**src/rtl/uart_pkg.sv**
```systemverilog
// Shared register map, status bit positions and FSM encoding for the UART TX controller.
package uart_pkg;

    localparam logic [7:0] OFF_TX_DATA  = 8'h04;
    localparam logic [7:0] OFF_STAT     = 8'h08;
    localparam logic [7:0] OFF_TX_CNT   = 8'h14;
    localparam logic [7:0] OFF_IRQ_EN   = 8'h18;
    localparam logic [7:0] OFF_TX_WMARK = 8'h1C;

    localparam int STAT_EMPTY  = 0;
    localparam int STAT_FULL   = 1;
    localparam int STAT_ACTIVE = 2;
    localparam int STAT_DONE   = 3;
    localparam int STAT_OVF    = 4;
    localparam int STAT_WMARK  = 5;

    typedef enum logic [1:0] {IDLE, START, BUSY, DONE} tx_state_e;

    // Decoded bus access, qualified to the ack cycle.
    typedef struct packed {
        logic       rd;
        logic       wr;
        logic [7:0] off;
    } wb_acc_t;

endpackage

```
**src/rtl/uart_tx_fifo.sv**
```systemverilog
// Synchronous FIFO with first-word-fall-through output and occupancy count.
module uart_tx_fifo #(
    parameter int DEPTH = 8,
    parameter int W     = 8
) (
    input  logic                     clk,
    input  logic                     rst,
    input  logic                     w_en,
    input  logic                     r_en,
    input  logic [W-1:0]             data_in,
    output logic [W-1:0]             data_out,
    output logic                     full,
    output logic                     empty,
    output logic [$clog2(DEPTH):0]   cnt
);
    localparam int AW = $clog2(DEPTH);

    logic [W-1:0]  mem [DEPTH];
    logic [AW-1:0] wr_ptr, rd_ptr;
    logic          wr, rd;

    assign full     = (cnt == (AW+1)'(DEPTH));
    assign empty    = (cnt == '0);
    assign wr       = w_en & ~full;
    assign rd       = r_en & ~empty;
    assign data_out = mem[rd_ptr];

    always_ff @(posedge clk or posedge rst) begin
        if (rst) begin
            wr_ptr <= '0;
            rd_ptr <= '0;
            cnt    <= '0;
        end else begin
            if (wr) wr_ptr <= wr_ptr + AW'(1);
            if (rd) rd_ptr <= rd_ptr + AW'(1);
            cnt <= cnt + (AW+1)'(wr) - (AW+1)'(rd);
        end
    end

    always_ff @(posedge clk) begin
        if (wr) mem[wr_ptr] <= data_in;
    end

endmodule

```
**src/rtl/uart_tx_ctrl.sv**
```systemverilog
// Wishbone UART TX controller: FIFO-fed start/handshake FSM, status/count regs, drain IRQ.
// Define UART_TX_WMARK_IRQ_EN to add the TX_WMARK register and low-watermark interrupt source.
module uart_tx_ctrl
    import uart_pkg::*;
#(
    parameter int          DEPTH         = 8,
    parameter logic [31:0] BASE_ADDR     = 32'h3000_0000,
    parameter int          START_TIMEOUT = 16
) (
    input  logic        clk,
    input  logic        rst,
    input  logic        i_wb_valid,
    input  logic [31:0] i_wb_adr,
    input  logic        i_wb_we,
    input  logic [31:0] i_wb_dat,
    input  logic [3:0]  i_wb_sel,
    output logic        o_wb_ack,
    output logic [31:0] o_wb_dat,
    output logic [7:0]  o_tx,
    output logic        o_tx_start,
    input  logic        i_tx_start_clear,
    input  logic        i_tx_busy,
    output logic        o_irq
);
    localparam int CW = $clog2(DEPTH) + 1;
    localparam int TW = $clog2(START_TIMEOUT + 1);

    wb_acc_t       acc;
    logic          in_win;
    tx_state_e     state_q, state_d;
    logic [7:0]    tx_d, fifo_dout;
    logic          start_d;
    logic [TW-1:0] timer_q, timer_d;
    logic          pop, push, push_req, full, empty;
    logic [CW-1:0] cnt, wmark_rd;
    logic          done_set, to_set, ovf_set, stat_rd;
    logic          done_pend, ovf_pend, wm_bit, irq_en, irq_src;
    logic [31:0]   stat;
    logic          unused_bits;

    // Side effects are tied to the ack cycle, so the master's address is still stable here.
    assign in_win  = (i_wb_adr[31:8] == BASE_ADDR[31:8]);
    assign acc.off = i_wb_adr[7:0];
    assign acc.wr  = o_wb_ack & i_wb_valid & in_win & i_wb_we;
    assign acc.rd  = o_wb_ack & i_wb_valid & in_win & ~i_wb_we;

    assign push_req = acc.wr & (acc.off == OFF_TX_DATA) & i_wb_sel[0];
    assign push     = push_req & ~full;
    assign ovf_set  = (push_req & full) | to_set;
    assign stat_rd  = acc.rd & (acc.off == OFF_STAT);

    uart_tx_fifo #(.DEPTH(DEPTH), .W(8)) u_fifo (
        .clk      (clk),
        .rst      (rst),
        .w_en     (push),
        .r_en     (pop),
        .data_in  (i_wb_dat[7:0]),
        .data_out (fifo_dout),
        .full     (full),
        .empty    (empty),
        .cnt      (cnt)
    );

    always_ff @(posedge clk or posedge rst) begin
        if (rst) begin
            state_q    <= IDLE;
            o_tx       <= '0;
            o_tx_start <= 1'b0;
            timer_q    <= '0;
        end else begin
            state_q    <= state_d;
            o_tx       <= tx_d;
            o_tx_start <= start_d;
            timer_q    <= timer_d;
        end
    end

    always_comb begin
        state_d  = state_q;
        tx_d     = o_tx;
        start_d  = o_tx_start;
        timer_d  = timer_q;
        pop      = 1'b0;
        done_set = 1'b0;
        to_set   = 1'b0;
        case (state_q)
            IDLE: if (!empty) begin
                pop     = 1'b1;
                tx_d    = fifo_dout;
                start_d = 1'b1;
                timer_d = '0;
                state_d = START;
            end
            START: if (i_tx_start_clear || i_tx_busy) begin
                start_d = 1'b0;
                state_d = BUSY;
            end else if (timer_q == TW'(START_TIMEOUT - 1)) begin
                // Transmitter never answered: the byte is abandoned and flagged as overflow.
                start_d = 1'b0;
                to_set  = 1'b1;
                state_d = IDLE;
            end else begin
                timer_d = timer_q + TW'(1);
            end
            BUSY: if (!i_tx_busy) state_d = DONE;
            DONE: begin
                done_set = empty;
                state_d  = IDLE;
            end
            default: state_d = IDLE;
        endcase
    end

`ifdef UART_TX_WMARK_IRQ_EN
    logic [CW-1:0] wmark, cnt_nxt;
    logic          wm_pend, wm_set;

    assign cnt_nxt = cnt + CW'(push) - CW'(pop);
    assign wm_set  = (cnt > wmark) && (cnt_nxt <= wmark);

    always_ff @(posedge clk or posedge rst) begin
        if (rst) begin
            wmark   <= '0;
            wm_pend <= 1'b0;
        end else begin
            if (acc.wr && acc.off == OFF_TX_WMARK) wmark <= i_wb_dat[CW-1:0];
            wm_pend <= wm_set | (wm_pend & ~stat_rd);
        end
    end

    assign wm_bit   = wm_pend;
    assign wmark_rd = wmark;
`else
    assign wm_bit   = 1'b0;
    assign wmark_rd = '0;
`endif

    assign irq_src = done_pend | wm_bit;

    // Set events take priority over the read-to-clear.
    always_ff @(posedge clk or posedge rst) begin
        if (rst) begin
            o_wb_ack  <= 1'b0;
            done_pend <= 1'b0;
            ovf_pend  <= 1'b0;
            irq_en    <= 1'b0;
            o_irq     <= 1'b0;
        end else begin
            o_wb_ack  <= i_wb_valid & ~o_wb_ack;
            done_pend <= done_set | (done_pend & ~stat_rd);
            ovf_pend  <= ovf_set | (ovf_pend & ~stat_rd);
            if (acc.wr && acc.off == OFF_IRQ_EN) irq_en <= i_wb_dat[0];
            o_irq     <= irq_src & irq_en;
        end
    end

    always_comb begin
        stat               = '0;
        stat[STAT_EMPTY]   = empty;
        stat[STAT_FULL]    = full;
        stat[STAT_ACTIVE]  = (state_q != IDLE) | i_tx_busy;
        stat[STAT_DONE]    = done_pend;
        stat[STAT_OVF]     = ovf_pend;
        stat[STAT_WMARK]   = wm_bit;
    end

    always_comb begin
        o_wb_dat = '0;
        if (o_wb_ack && in_win) begin
            case (acc.off)
                OFF_STAT:     o_wb_dat = stat;
                OFF_TX_CNT:   o_wb_dat[CW-1:0] = cnt;
                OFF_IRQ_EN:   o_wb_dat[0] = irq_en;
                OFF_TX_WMARK: o_wb_dat[CW-1:0] = wmark_rd;
                default:      ;
            endcase
        end
    end

    assign unused_bits = &{1'b0, i_wb_dat, i_wb_sel};

endmodule
```
**config.mk**
```make
export PLATFORM = sky130hd
export DESIGN_NAME = uart_tx_ctrl
export DESIGN_NICKNAME = d
export VERILOG_FILES = /design/src/rtl/uart_pkg.sv /design/src/rtl/uart_tx_fifo.sv /design/src/rtl/uart_tx_ctrl.sv
export SDC_FILE = /design/constraint.sdc
export NUM_CORES = 1
export LEC_CHECK = 0
export ABC_AREA = 1
export BUFFER_PORTS_ARGS = -buffer_cell sky130_fd_sc_hd__buf_2
export CORE_MARGIN = 5
export CORE_UTILIZATION = 51
export CTS_CLUSTER_DIAMETER = 150
export DETAILED_ROUTE_END_ITERATION = 8
export PLACE_DENSITY_LB_ADDON = 0.15
export SYNTH_ARGS = -nofsm -noshare
export SYNTH_HDL_FRONTEND = slang
export SYNTH_HIERARCHICAL = 1
export SYNTH_SLANG_ARGS = --single-unit
```
**constraint.sdc**
```tcl
create_clock -name clk -period 3.46 [get_ports clk]
set_input_delay 0.692 -clock clk [delete_from_list [all_inputs] [get_ports clk]]
set_output_delay 0.692 -clock clk [all_outputs]
set_load 0.01 [all_outputs]
```
* Word-level counts from Yosys, hierarchy flattened
Memories as Yosys holds them, arrays and structs flattened. A register that Yosys moved wholly into a read port is not among the register bits.
Index checks and enable logic that the tools add are counted.
** Word-level totals
- Memories kept :: 1
- Word-level logic and storage cells :: 92
- RAM bits :: 64
- Bits in read-only memories :: 0
- Flip-flop bits (word level) :: 23
- Latch bits :: 0
** Operators by class
- Add/subtract/negate cells :: 5
- Bitwise gates (word level) :: 24
- Reductions and logical operators :: 11
- Shift operators :: 0
- Div/mod/pow operators :: 0
- Order comparisons :: 0
- Equal/unequal tests :: 15
- $mul :: 0
- Muxes and demuxes :: 25
** Memory list
- u_fifo.mem :: depth 8, width 8, rd ports 1, clocked after memory_dff 1, write ports 1, line uart_tx_fifo.sv:18 : logic [W-1:0] mem [DEPTH];
** Operators with widths (count)
- two-way mux 32 bit :: 1
- == test 24 x 22 -> 1 bit, second input constant :: 1
- == test 8 x 5 -> 1 bit, second input constant :: 2
- bitwise AND 1 bit :: 15
- two-way mux 5 bit :: 3
- two-way mux 1 bit :: 12
- one-hot mux 5 bit (2 select lines) :: 1
- == test 8 x 3 -> 1 bit, second input constant :: 1
- == test 8 x 4 -> 1 bit, second input constant :: 1
- two-way mux 2 bit :: 4
- inequality test 2 bit, second input constant :: 4
- one-hot mux 2 bit (4 select lines) :: 1
- adder 3 x 1 -> 3 bit, second input constant :: 2
- one-hot mux 3 bit (2 select lines) :: 1
- AND reduction 3 bit :: 2
- adder 5 x 1 -> 5 bit, second input constant :: 1
- == test 5 x 4 -> 1 bit, second input constant :: 1
- NOT 1 bit :: 5
- adder 4 x 1 -> 4 bit :: 1
- == test 2 bit, second input constant :: 2
- == test 4 bit, second input constant :: 1
- zero test 4 bit :: 1
- OR 1 bit :: 4
- AND reduction 4 bit :: 1
- 10 further kinds :: 12

* Longest topological paths before layout
- Depth in word-level cells :: 9
- Mapped depth :: 16
- Depth with buffers taken out :: 15

* Hierarchy
The synthesis kept the hierarchy.
** Modules (own cells, without submodules)
- uart_tx_fifo :: times used 1, cells each 348, area an instance 3483.3 µm², seq. area each 2172.1 µm²
- uart_tx_ctrl :: times used 1, cells each 193, area an instance 1393.8 µm², seq. area each 525.5 µm²

* Worst setup path after synthesis
No wires, ideal clock.
- Path kind :: in2reg
- From :: input i_wb_adr[7]
- To :: register u_fifo.cnt[2]
- Path slack :: 0.701 ns
- Arrival time :: 2.637 ns
- Library setup time :: 0.123 ns
- Cell stages on the path :: 13
- Data required time :: 3.337 ns
- Path through :: nor2_1 > nand2_1 > nor3b_1 > nand3_1 > nor2_1 > nand2_2 > buf_4 > ha_1 > inv_1 > ha_1 > inv_1 > fa_1 > xnor2_1
** On the way
- Longest elaborated chain between the ends :: 7
** RTL lines
- start, declared :: line uart_tx_ctrl.sv:13 : input logic [31:0] i_wb_adr,
- == test 8 x 3 -> 1 bit :: line uart_tx_ctrl.sv:47 : assign push_req = acc.wr & (acc.off == OFF_TX_DATA) & i_wb_sel[0];
- bitwise AND 1 bit (2 in series) :: line uart_tx_ctrl.sv:47
- bitwise AND 1 bit :: line uart_tx_ctrl.sv:48 : assign push = push_req & ~full;
- named net push :: line uart_tx_ctrl.sv:34 : logic pop, push, push_req, full, empty;
- bitwise AND 1 bit :: line uart_tx_fifo.sv:24 : assign wr = w_en & ~full;
- adder 4 x 1 -> 4 bit :: line uart_tx_fifo.sv:36 : cnt <= cnt + (AW+1)'(wr) - (AW+1)'(rd);
- subtractor 4 x 1 -> 4 bit :: line uart_tx_fifo.sv:36
- end signal, assigned :: line uart_tx_fifo.sv:36
- end, declared :: line uart_tx_fifo.sv:14 : output logic [$clog2(DEPTH):0] cnt
The timed path passes the listed nets, and every way through them passes these cells.
A chain may end at the register's enable or synchronous reset.

* Worst setup path in the final report
- From :: register u_fifo.cnt[2]
- To :: register u_fifo.cnt[2]
** RTL lines
- zero test 4 bit * :: line uart_tx_fifo.sv:23 : assign empty = (cnt == '0);
- named net empty :: line uart_tx_ctrl.sv:34
- two-way mux 1 bit :: line uart_tx_ctrl.sv:87 : IDLE: if (!empty) begin
- two-way mux 1 bit :: line uart_tx_ctrl.sv:86 : case (state_q)
- bitwise AND 1 bit * :: line uart_tx_fifo.sv:25 : assign rd = r_en & ~empty;
- named net u_fifo.rd :: line uart_tx_fifo.sv:20 : logic wr, rd;
- subtractor 4 x 1 -> 4 bit * :: line uart_tx_fifo.sv:36
The timed path passes the listed nets; every way through them passes the cells marked *.

==> qor.csv <==
metric,value,unit
NumNets Final,693,
fraction of layout cells with a size suffix above 1,18.6,%
CP Launch Type,flop,
period utilisation layout,82.9,%
post-synth cell types,30,
Post-Syn Area per Cell,9.02,µm²
Fin. Hold Viols,0,
Comb pwr share,34.3,%
DR vias,3460,
initial antenna violation count,0,
hold_buf cts,0,
pre-CTS setup slack,0.346,ns
Top delay family on crit path,adder cells,
fillcell total,868,
Num Clock Sinks,95,
P&R area growth vs syn,10.0,%
Final min period,2.87,ns
global route overflow,0,
"antenna viol nets, final",0,
Net Sw Frac,39.7,%
critical path's slowest cell,nor2_1,
Die W,108,µm
VDD IR max,0.249,mV
average wire per standard cell,13.3,µm
Total GRT Usage,17.5,%
number of placement rows,35,
Max Cap Viol,0,
CP endpoint kind,flop,
reg2reg start,u_fifo/cnt[2],
DP Cell Count,726,
postcts setup bufs,0,
Placer Congestion,0.821,
Core ar.,9280,µm²
most frequent cells in the layout,"164 x nand2_1, 96 x inv_1, 64 x edfxtp_1, 62 x buf_2, 43 x nand3_1",
final setup violation count,0,
DRC violations left,0,
WL final,9850,µm
DP HPWL,6900,µm
Hold Path Class,primary input to asynchronous set/reset pin,
worst slew pin tran,0.849,ns
"non-filler cells, final",742,
outcome,completed,
Starting Density,52.5,%
pin count of the biggest net entering global routing,34,
clock latency on the worst-skew pair,0.36,ns
Die H,108,µm
crit path buf inv count,5,
PortBufs,62,
RSZ-0062 raised after global routing,false,
clock tree root driver cell,clkbuf_8,
1st-iter DRT viols,137,
Worst Path Required,3.71,ns
Critical Path Most Common Cell,inv_1,
CTS tree,yes,
instance count on the critical path,13,
Fmax,349,MHz
Ports,117,
Pleak,2.64,nW
vias in the first global route,3283,
clk slew on worst S/H paths,0.10,ns
crit path cell chain,inv_1 > ha_1 > nand3_1 > inv_1 > nor2_1 > nand2_1 > inv_1 > ha_1 > inv_1 > ha_1 > inv_1 > fa_1 > xnor2_1,
area of the mapped netlist,4880,µm²
via/cell ratio,4.66,
worst-path maximum fanout,11,
worst r2r path cells,13,
ant diodes,0,
crit path from,u_fifo/cnt[2],
Slew HR,43.3,%
Max Clock Skew,0.00991,ns
H-tree depth,3,
Worst EP arrival,3.12,ns
Num CTS Buffers,9,
NetSw,0.00132,W
Ys Warns,6,
"most common cell after layout, fill and taps aside",nand2_1,
final-report max-slew violation count,0,
Final Worst Setup Slack,0.593,ns
Seq pwr share,45.4,%
Max stage delay on crit path,0.53,ns
setup_tns,0,ns
cell count after synthesis,541,
Pwr per Cell Area,623,nW/µm²
drt first pass iters,4,
CTS resizes,0,
final core area utilization,57.8,%
Synth Register Bits,95,
first-pass GRT wire length,15600,µm
Max Root-Sink Buffers,2,
die area,11600,µm²
Clk network pwr share,20.3,%
Int Power,0.00202,W
WS Path Type,flop to flop,
part of the Yosys area used for sequential elements,55.3,%
[layer usage]
| metal | track usage, % | wire length (µm) |
|---|---|---|
| met1 | 22.3 | 4230 |
| met2 | 30.0 | 4970 |
| met3 | 2.64 | 463 |
| met4 | 6.85 | 193 |
| met5 | 0 | 0 |
[worst paths after layout]
| kind | to | slack (ns) |
|---|---|---|
| setup reg to reg | u_fifo/cnt[2] | 0.59 |
| setup / recovery | u_fifo/cnt[2] | 0.59 |
| min in group clk | o_tx[2] | 0.47 |
| hold / removal | u_fifo/wr_ptr[1] | 0.32 |
| max in group asynchronous | o_tx[5] | 2.43 |
| hold reg to reg | o_tx[2] | 0.47 |
[area by class of cell]
| class | instances | area, µm² | share of cell area, % |
|---|---|---|---|
| clock buffers | 9 | 124 | 2.31 |
| clock inverters | 7 | 53.8 | 1.00 |
| inverters | 100 | 383 | 7.14 |
| multi-input cells | 331 | 1570 | 29.2 |
| flip-flops and latches | 95 | 2700 | 50.3 |
| well taps | 129 | 161 | 3.01 |
| repair buffers | 71 | 378 | 7.04 |
[per-stage QoR]
step | instance area, µm² | total power [W] | hold WS, ns
after floorplan | 4970 | 0.00247 | 0.454
after global placement | 5190 | 0.00264 | 0.454
after detailed placement | 5190 | 0.00271 | 0.460
after CTS | 5370 | 0.00338 | 0.318
after global routing | 5370 | 0.00361 | 0.343
final | 5370 | 0.00334 | 0.319
[logic make-up after synthesis]
group	after synthesis	share of synthesized area, %
other	1	0.0769
xor gates and xnor gates	6	1.08
and+or+nand+nor	270	24.1
AOI/OAI and AO/OA	17	1.92
adders and majority gates	11	2.98
buffers and inverters	141	14.5
DFF	95	55.3
[flip-flops by register name (all words and copies together), names as in the netlist, named ones only]
| name | flops |
|---|---|
| irq_en | 1 |
| u_fifo/cnt | 4 |
| u_fifo/rd_ptr | 3 |
| ovf_pend | 1 |
| o_tx | 8 |
| o_irq | 1 |
| u_fifo/mem | 64 |
| done_pend | 1 |
| o_tx_start | 1 |
| timer_q | 5 |
| state_q | 1 |
| u_fifo/wr_ptr | 3 |
| o_wb_ack | 1 |
[worst reg2reg max path: cells and delay by family, from the launching register on]
kind                       cells  cell delay (ns)
DFF                            1             0.36
and+or+nand+nor                3             0.85
xor gates and xnor gates       1             0.15
adders and majority gates      4             0.96
buffers and inverters          5             0.42
[cell usage after synthesis]
cell type  count  area [µm²]
ha_1          10         125
a21oi_1        6        30.0
conb_1         1        3.75
buf_8          1        15.0
nor2_4         2        22.5
nor3b_1        1        7.51
xnor2_1        3        26.3
nor3_1        11        55.1
edfxtp_1      64        1920
buf_6          5        56.3
buf_2          3        15.0
xor2_1         3        26.3
fa_1           1        20.0
dfrtp_1       31         776
nor2_2         5        31.3
nand2_2       13        81.3
nand3b_1       1        7.51
nand3_1       43         215
nand3_2        3        30.0
buf_4         32         240
o21ai_0        9        45.0
nand2_1      164         616
nor2_1        24        90.1
inv_1         96         360
nand4_1        3        18.8
inv_6          1        8.76
a31oi_1        1        6.26
inv_4          1        6.26
o31ai_2        1        12.5
inv_2          2        7.51
[power groups by stage]
stage / registers [W] / clock network [W] / logic (W)
final: 0.00152 / 0.000677 / 0.00115
after global routing: 0.00154 / 0.000744 / 0.00133
after CTS: 0.00152 / 0.000697 / 0.00117
after detailed placement: 0.00154 / 0 / 0.00116
after global placement: 0.00154 / 0 / 0.00111
after floorplan: 0.00146 / 0 / 0.00101
(Power assumes the default switching activity.)
